## config.mk

```make
export PLATFORM = sky130hd
export DESIGN_NAME = alu_iterative
export DESIGN_NICKNAME = d
export VERILOG_FILES = /design/src/rtl/alu_iterative.sv
export SDC_FILE = /design/constraint.sdc
export NUM_CORES = 1
export LEC_CHECK = 0
export CAP_MARGIN = 20
export CORE_MARGIN = 1.5
export CORE_UTILIZATION = 30
export CTS_BUF_LIST = sky130_fd_sc_hd__clkbuf_4 sky130_fd_sc_hd__clkbuf_8
export DETAILED_ROUTE_END_ITERATION = 8
export PLACE_DENSITY = 0.47
export SLEW_MARGIN = 10
export SYNTH_ARGS = -nofsm -noshare
export SYNTH_HDL_FRONTEND = slang
export SYNTH_SLANG_ARGS = --single-unit
```

## constraint.sdc

```tcl
create_clock -name clk -period 4.2 [get_ports clk]
set_clock_uncertainty 0.05 [all_clocks]
set_input_delay 0.63 -clock clk [delete_from_list [all_inputs] [get_ports clk]]
set_output_delay 0.63 -clock clk [all_outputs]
set_load 0.02 [all_outputs]
```

## src/rtl/alu_iterative.sv

```systemverilog
// Execute-stage ALU with a start/done handshake. Logic, arithmetic and
// compare ops finish in one cycle. Shifts run iteratively, SHIFT_STEP bit
// positions per cycle, so only a narrow shifter sits on the critical path.
module alu_iterative #(
   parameter int XLEN       = 32,
   parameter int SHIFT_STEP = 1
) (
   input  logic            clk,
   input  logic            reset,
   input  logic            start,
   input  logic            flush,
   input  logic [3:0]      alu_op,
   input  logic [XLEN-1:0] src_a,
   input  logic [XLEN-1:0] src_b,
   output logic [XLEN-1:0] result,
   output logic            zero,
   output logic            busy,
   output logic            done
);

   localparam int SW = $clog2(XLEN);
   localparam logic [SW-1:0] STEP = SW'(SHIFT_STEP);

   localparam logic [3:0] OP_ADD  = 4'b0000;
   localparam logic [3:0] OP_SUB  = 4'b0001;
   localparam logic [3:0] OP_AND  = 4'b0010;
   localparam logic [3:0] OP_OR   = 4'b0011;
   localparam logic [3:0] OP_XOR  = 4'b0100;
   localparam logic [3:0] OP_SLT  = 4'b0101;
   localparam logic [3:0] OP_SLTU = 4'b0110;
   localparam logic [3:0] OP_SLL  = 4'b0111;
   localparam logic [3:0] OP_SRL  = 4'b1000;
   localparam logic [3:0] OP_SRA  = 4'b1001;
   localparam logic [3:0] OP_CLR  = 4'b1010;
   localparam logic [3:0] OP_PASS = 4'b1111;

   typedef enum logic {IDLE, SHIFT} state_t;

   state_t          state, state_next;
   logic [XLEN-1:0] acc, acc_next;
   logic [SW-1:0]   rem, rem_next;
   logic [3:0]      op_q, op_next;
   logic [XLEN-1:0] result_next;
   logic            zero_next;
   logic            done_next;

   logic [XLEN-1:0] alu_value;
   logic [XLEN-1:0] shifted;
   logic [SW-1:0]   step;
   logic [SW-1:0]   shamt;
   logic            is_shift;

   assign busy     = (state != IDLE);
   assign shamt    = src_b[SW-1:0];
   assign is_shift = (alu_op == OP_SLL) || (alu_op == OP_SRL) || (alu_op == OP_SRA);

   // Single-cycle result; shift ops return src_a so a zero shamt completes here
   always_comb begin
      alu_value = '0;
      case (alu_op)
         OP_ADD:  alu_value = src_a + src_b;
         OP_SUB:  alu_value = src_a - src_b;
         OP_AND:  alu_value = src_a & src_b;
         OP_OR:   alu_value = src_a | src_b;
         OP_XOR:  alu_value = src_a ^ src_b;
         OP_SLT:  alu_value = {{(XLEN-1){1'b0}}, ($signed(src_a) < $signed(src_b))};
         OP_SLTU: alu_value = {{(XLEN-1){1'b0}}, (src_a < src_b)};
         OP_SLL:  alu_value = src_a;
         OP_SRL:  alu_value = src_a;
         OP_SRA:  alu_value = src_a;
         OP_CLR:  alu_value = src_a & ~src_b;
         OP_PASS: alu_value = src_b;
         default: alu_value = '0;
      endcase
   end

   // One iteration of the shift; the sign bit of acc never changes during sra,
   // so it always equals the sign of the original operand
   always_comb begin
      step    = (rem >= STEP) ? STEP : rem;
      shifted = acc;
      case (op_q)
         OP_SLL:  shifted = acc << step;
         OP_SRL:  shifted = acc >> step;
         default: shifted = XLEN'($signed(acc) >>> step);
      endcase
   end

   // Next-state and datapath updates; flush overrides any start or shift step
   always_comb begin
      state_next  = state;
      acc_next    = acc;
      rem_next    = rem;
      op_next     = op_q;
      result_next = result;
      done_next   = 1'b0;
      if (flush) begin
         state_next = IDLE;
      end else begin
         case (state)
            IDLE: begin
               if (start) begin
                  if (is_shift && (shamt != '0)) begin
                     acc_next   = src_a;
                     rem_next   = shamt;
                     op_next    = alu_op;
                     state_next = SHIFT;
                  end else begin
                     result_next = alu_value;
                     done_next   = 1'b1;
                  end
               end
            end
            SHIFT: begin
               acc_next = shifted;
               rem_next = rem - step;
               if (rem == step) begin
                  result_next = shifted;
                  done_next   = 1'b1;
                  state_next  = IDLE;
               end
            end
            default: state_next = IDLE;
         endcase
      end
      zero_next = (result_next == '0);
   end

   // State register
   always_ff @(posedge clk or posedge reset) begin
      if (reset) begin
         state <= IDLE;
      end else begin
         state <= state_next;
      end
   end

   // Datapath and output registers
   always_ff @(posedge clk or posedge reset) begin
      if (reset) begin
         acc    <= '0;
         rem    <= '0;
         op_q   <= '0;
         result <= '0;
         zero   <= 1'b1;
         done   <= 1'b0;
      end else begin
         acc    <= acc_next;
         rem    <= rem_next;
         op_q   <= op_next;
         result <= result_next;
         zero   <= zero_next;
         done   <= done_next;
      end
   end

endmodule

```

==> summary by stage, run 1 <==
Route
The number of antenna-violating nets in the routed design is 0. The via count is 15390. For this block, the initial DRC count from the detailed router was 1599. The detailed-route vias per instance is 5.770. The number of optimization iterations in the first detailed-route pass is 5.

The routed wirelength normalized by instance count is 24.70 µm. The final wirelength is 65.88 mm. In the routed design, unresolved DRC markers number 0.

Placement
The HPWL after detailed placement is 53.66 mm. The post-detailed-placement cell area is 16410 µm². The number of buffers inserted by port buffering is 106.

The final estimated routing congestion in global placement is 1.007.

Logic synthesis
The dominant register cell in the synthesized netlist is dfrtp_1. Synthesis produced a netlist with a net count of 1813. After synthesis, the cell types taking the most area are dfrtp_1 (16%), ha_1 (10%), nand2_1 (7.2%). The share of synthesized area in the top cell type comes to 0.1623.

The number of enable-type register cells in the synthesized netlist is 0. For this run, the number of Yosys warnings is 0. For this run, the register share of the synthesized area comes to 0.1645. Counting instances in the post-synthesis netlist gives the leading cell types as nand2_1 (223), a21oi_1 (150), o21ai_0 (140).

The share of flip-flops with an asynchronous set or reset is 1.000. The number of standard cells after synthesis is 1643. The post-synthesis register bit count is 76. The number of different library cells used by synthesis comes to 95.

The largest area contributor in the synthesized netlist is dfrtp_1. The area of the mapped netlist is 11570 µm². The most frequent cell after synthesis is nand2_1.

The per-instance average area after synthesis is 7.040 µm².

Layout
The layout cell share with drive strength beyond 1 is 0.3270. The number of antenna repair diodes is 0. For this run, the share of the core covered by cells in the final layout is 0.4650. The multi-input logic area is 9398 µm². The finished cells cover 17600 µm². The sequential cells in the finished layout cover a total of 1904 µm². The area growth from synthesis to layout is 52.13%. The final layout net count is 2321. The count of fill cells added during filler insertion is 3918.

Power
The peak supply drop is 140.0 µV. The post-layout total power is 4.798 mW. The proportion of power drawn by combinational gates is 0.625.

The internal power component is 2.619 mW. The share of total power dissipated in the clock network is 0.133. In this run the power density over the cells is 272.7 nW/µm². For this design the static power due to leakage is 7.848 nW. The switching part of the total power is 0.4541. The switching power summed over all nets is 2.179 mW.

The share of total power dissipated in sequential elements is 0.242.

Worst setup path
Walking the worst path, the cells encountered are clkdlybuf4s50_1, inv_1, ha_4, or4_4, nor2_2, o21a_1, o41ai_4, buf_4, and2_4, a211oi_4, o221ai_2, or4_4, or3_4, nor4_4, and4bb_1. The critical path is of the in2reg type. The worst setup path is captured at a flop. The kind of launch point of the worst setup path is an input pin. The worst register-to-register path has a setup slack of 140 ps. In this design, the critical path's most frequently occurring cell is or4_4. The largest driver fanout on the critical path is 5. In this design, the stage delay of the slowest critical-path cell is 550 ps. The slowest stage of the critical path belongs to the cell or4_4. At the worst endpoint, the arrival time is 4370 ps. The required time of the critical path is 4470 ps.

CTS
The TritonCTS buffer count is 9. The maximum level of the CTS H-tree is 3. The longest clock path from root to sink contains 2 buffers. TritonCTS built the clock tree. The number of buffers added to fix hold violations after cts is 0. The clock-pin transition on the worst setup and hold timing paths is 90 ps.

The root buffer cell is clkbuf_8. For the worst-skew pair, the clock arrives at the later sink with an insertion delay of 370 ps. CTS saw 76 sinks.

Floorplanning
The number of rows in the core area is 71. The core box area is 37840 µm². The I/O pin count is 107. The die area is 39740 µm². From left edge to right edge, the die measures 199.4 µm. The die outline height is 199.4 µm. The initial standard-cell utilization of the core is 0.3056.

Global route
The global routing usage summed across all routing layers is 0.3284. The maximum number of pins on one net before global-route repair is 49. In the global route stage, met1 resource usage came out at 0.4795. The met2 track demand over resource in global routing is 0.5108.

The number of global-route vias before repair came to 14530. The first global-routing pass estimated 96.24 mm of wire. The leftover overflow at the end of global routing is 0. The met3 track demand over resource in global routing is 0.03679. The initial antenna violation count is 2. The most crowded layer after global routing is met2.

Hold path
The path class of the lowest-slack min-delay path is reg2reg.

Run
The number of max-cap violations is 0.

STA
The clock period could shrink to 4098 ps. Setup repair after global routing could not meet its margin everywhere. The slew at the pin with the worst max-slew slack is 849.9 ps. Static timing analysis puts the maximum clock frequency at 0.2440 GHz. Setup violations remaining at the end of the flow were counted as 0. Headroom to the max-slew limit came out at 0.4319. The final count of pins violating max slew is 0. The number of hold violations in the final report is 0. The period utilization is 0.9757. The worst hold slack is 474.9 ps.

Run status
The flow ran to the end, and the final reports show no timing, DRC or antenna violations.
[final timing paths]
check                           cells after the start          to      start
worst max-delay path                               15        zero  src_a[11]
worst min register to register                      1     acc[31]    acc[31]
worst max register to register                     15        zero     rem[0]
max in group asynchronous                           3        zero      reset
min in group asynchronous                           2  result[22]      reset
worst min-delay path                                1     acc[31]    acc[31]
[cell usage in the layout (no fill, tap or decap), drive strengths merged, types with 56 or more instances in the layout]
cell,instances
dfrtp,75
a21oi,151
buf,514
o21ai,141
nor2,92
clkdlybuf4s50,77
inv,108
ha,96
o211ai,56
nand3,56
nand2,224
[cell families after synthesis]
group                      after synthesis  synth area share
muxes                                   41           0.03689
DFF                                     76            0.1645
buffers and inverters                  231           0.08113
xor gates and xnor gates                11          0.008330
and+or+nand+nor                        554            0.2327
adders and majority gates               98            0.1073
AOI/OAI and AO/OA                      632            0.3691
[flip-flops by register name (all words and copies together), names as in the netlist]
name and count:
acc 32, result 32, rem 5, op_q 4, busy 1, done 1, zero 1
[timing repair]
item,in CTS,in global routing
pin swaps,37,54
setup buffers,11,27
resized for setup,98,100
setup endpoints to repair,1,1
gates cloned,0,0
[worst max-delay path, delay by kind of cell]
| family | cells | cell delay [ps] |
|---|---|---|
| compound gates | 4 | 740 |
| fa+ha+maj | 1 | 270 |
| buf+inv | 3 | 690 |
| simple gates | 7 | 2030 |
[layout make-up]
type | count | share of cell area
Clock buffer | 13 | 0.01017
Clock inverter | 3 | 0.002418
Inverter | 112 | 0.02396
Multi-Input combinational cell | 1336 | 0.5341
Sequential cell | 76 | 0.1082
Tap cell | 511 | 0.03634
Timing Repair Buffer | 616 | 0.2848
[per-stage QoR]
| step | setup WS (ps) | TNS, ps | instances |
|---|---|---|---|
| floorplan | 78.80 | 0 | 1643 |
| global placement | -764.5 | -1443 | 2613 |
| detailed placement | -771.4 | -1531 | 2613 |
| CTS | 7.954 | 0 | 2640 |
| global route | -65.28 | -65.28 | 2667 |
| finish | 102.0 | 0 | 2667 |
[power groups by stage]
stage               combinational [mW]  sequential, mW  clock (mW)
finish                            3.00            1.16       0.640
global route                      3.22            1.19       0.676
CTS                               2.82            1.15       0.649
detailed placement                2.73            1.17           0
global placement                  2.73            1.16           0
floorplan                         1.31            1.18           0
[routing by layer]
layer,part of all wire,routed length (µm)
met5,0,0
met2,0.44,28700
met4,0.025,1642
met1,0.47,30760
met3,0.073,4778
(Power assumes the default switching activity.)
==> inputs of run 2 (changes only) <==
--- a/config.mk
+++ b/config.mk
@@ -11,7 +11,7 @@
 export CTS_BUF_LIST = sky130_fd_sc_hd__clkbuf_4 sky130_fd_sc_hd__clkbuf_8
 export DETAILED_ROUTE_END_ITERATION = 8
 export PLACE_DENSITY = 0.47
-export SLEW_MARGIN = 10
+export SLEW_MARGIN = 20
 export SYNTH_ARGS = -nofsm -noshare
 export SYNTH_HDL_FRONTEND = slang
 export SYNTH_SLANG_ARGS = --single-unit
==> results of run 2 <==
The final DEF is identical to that of run 1; final timing and power are the same.
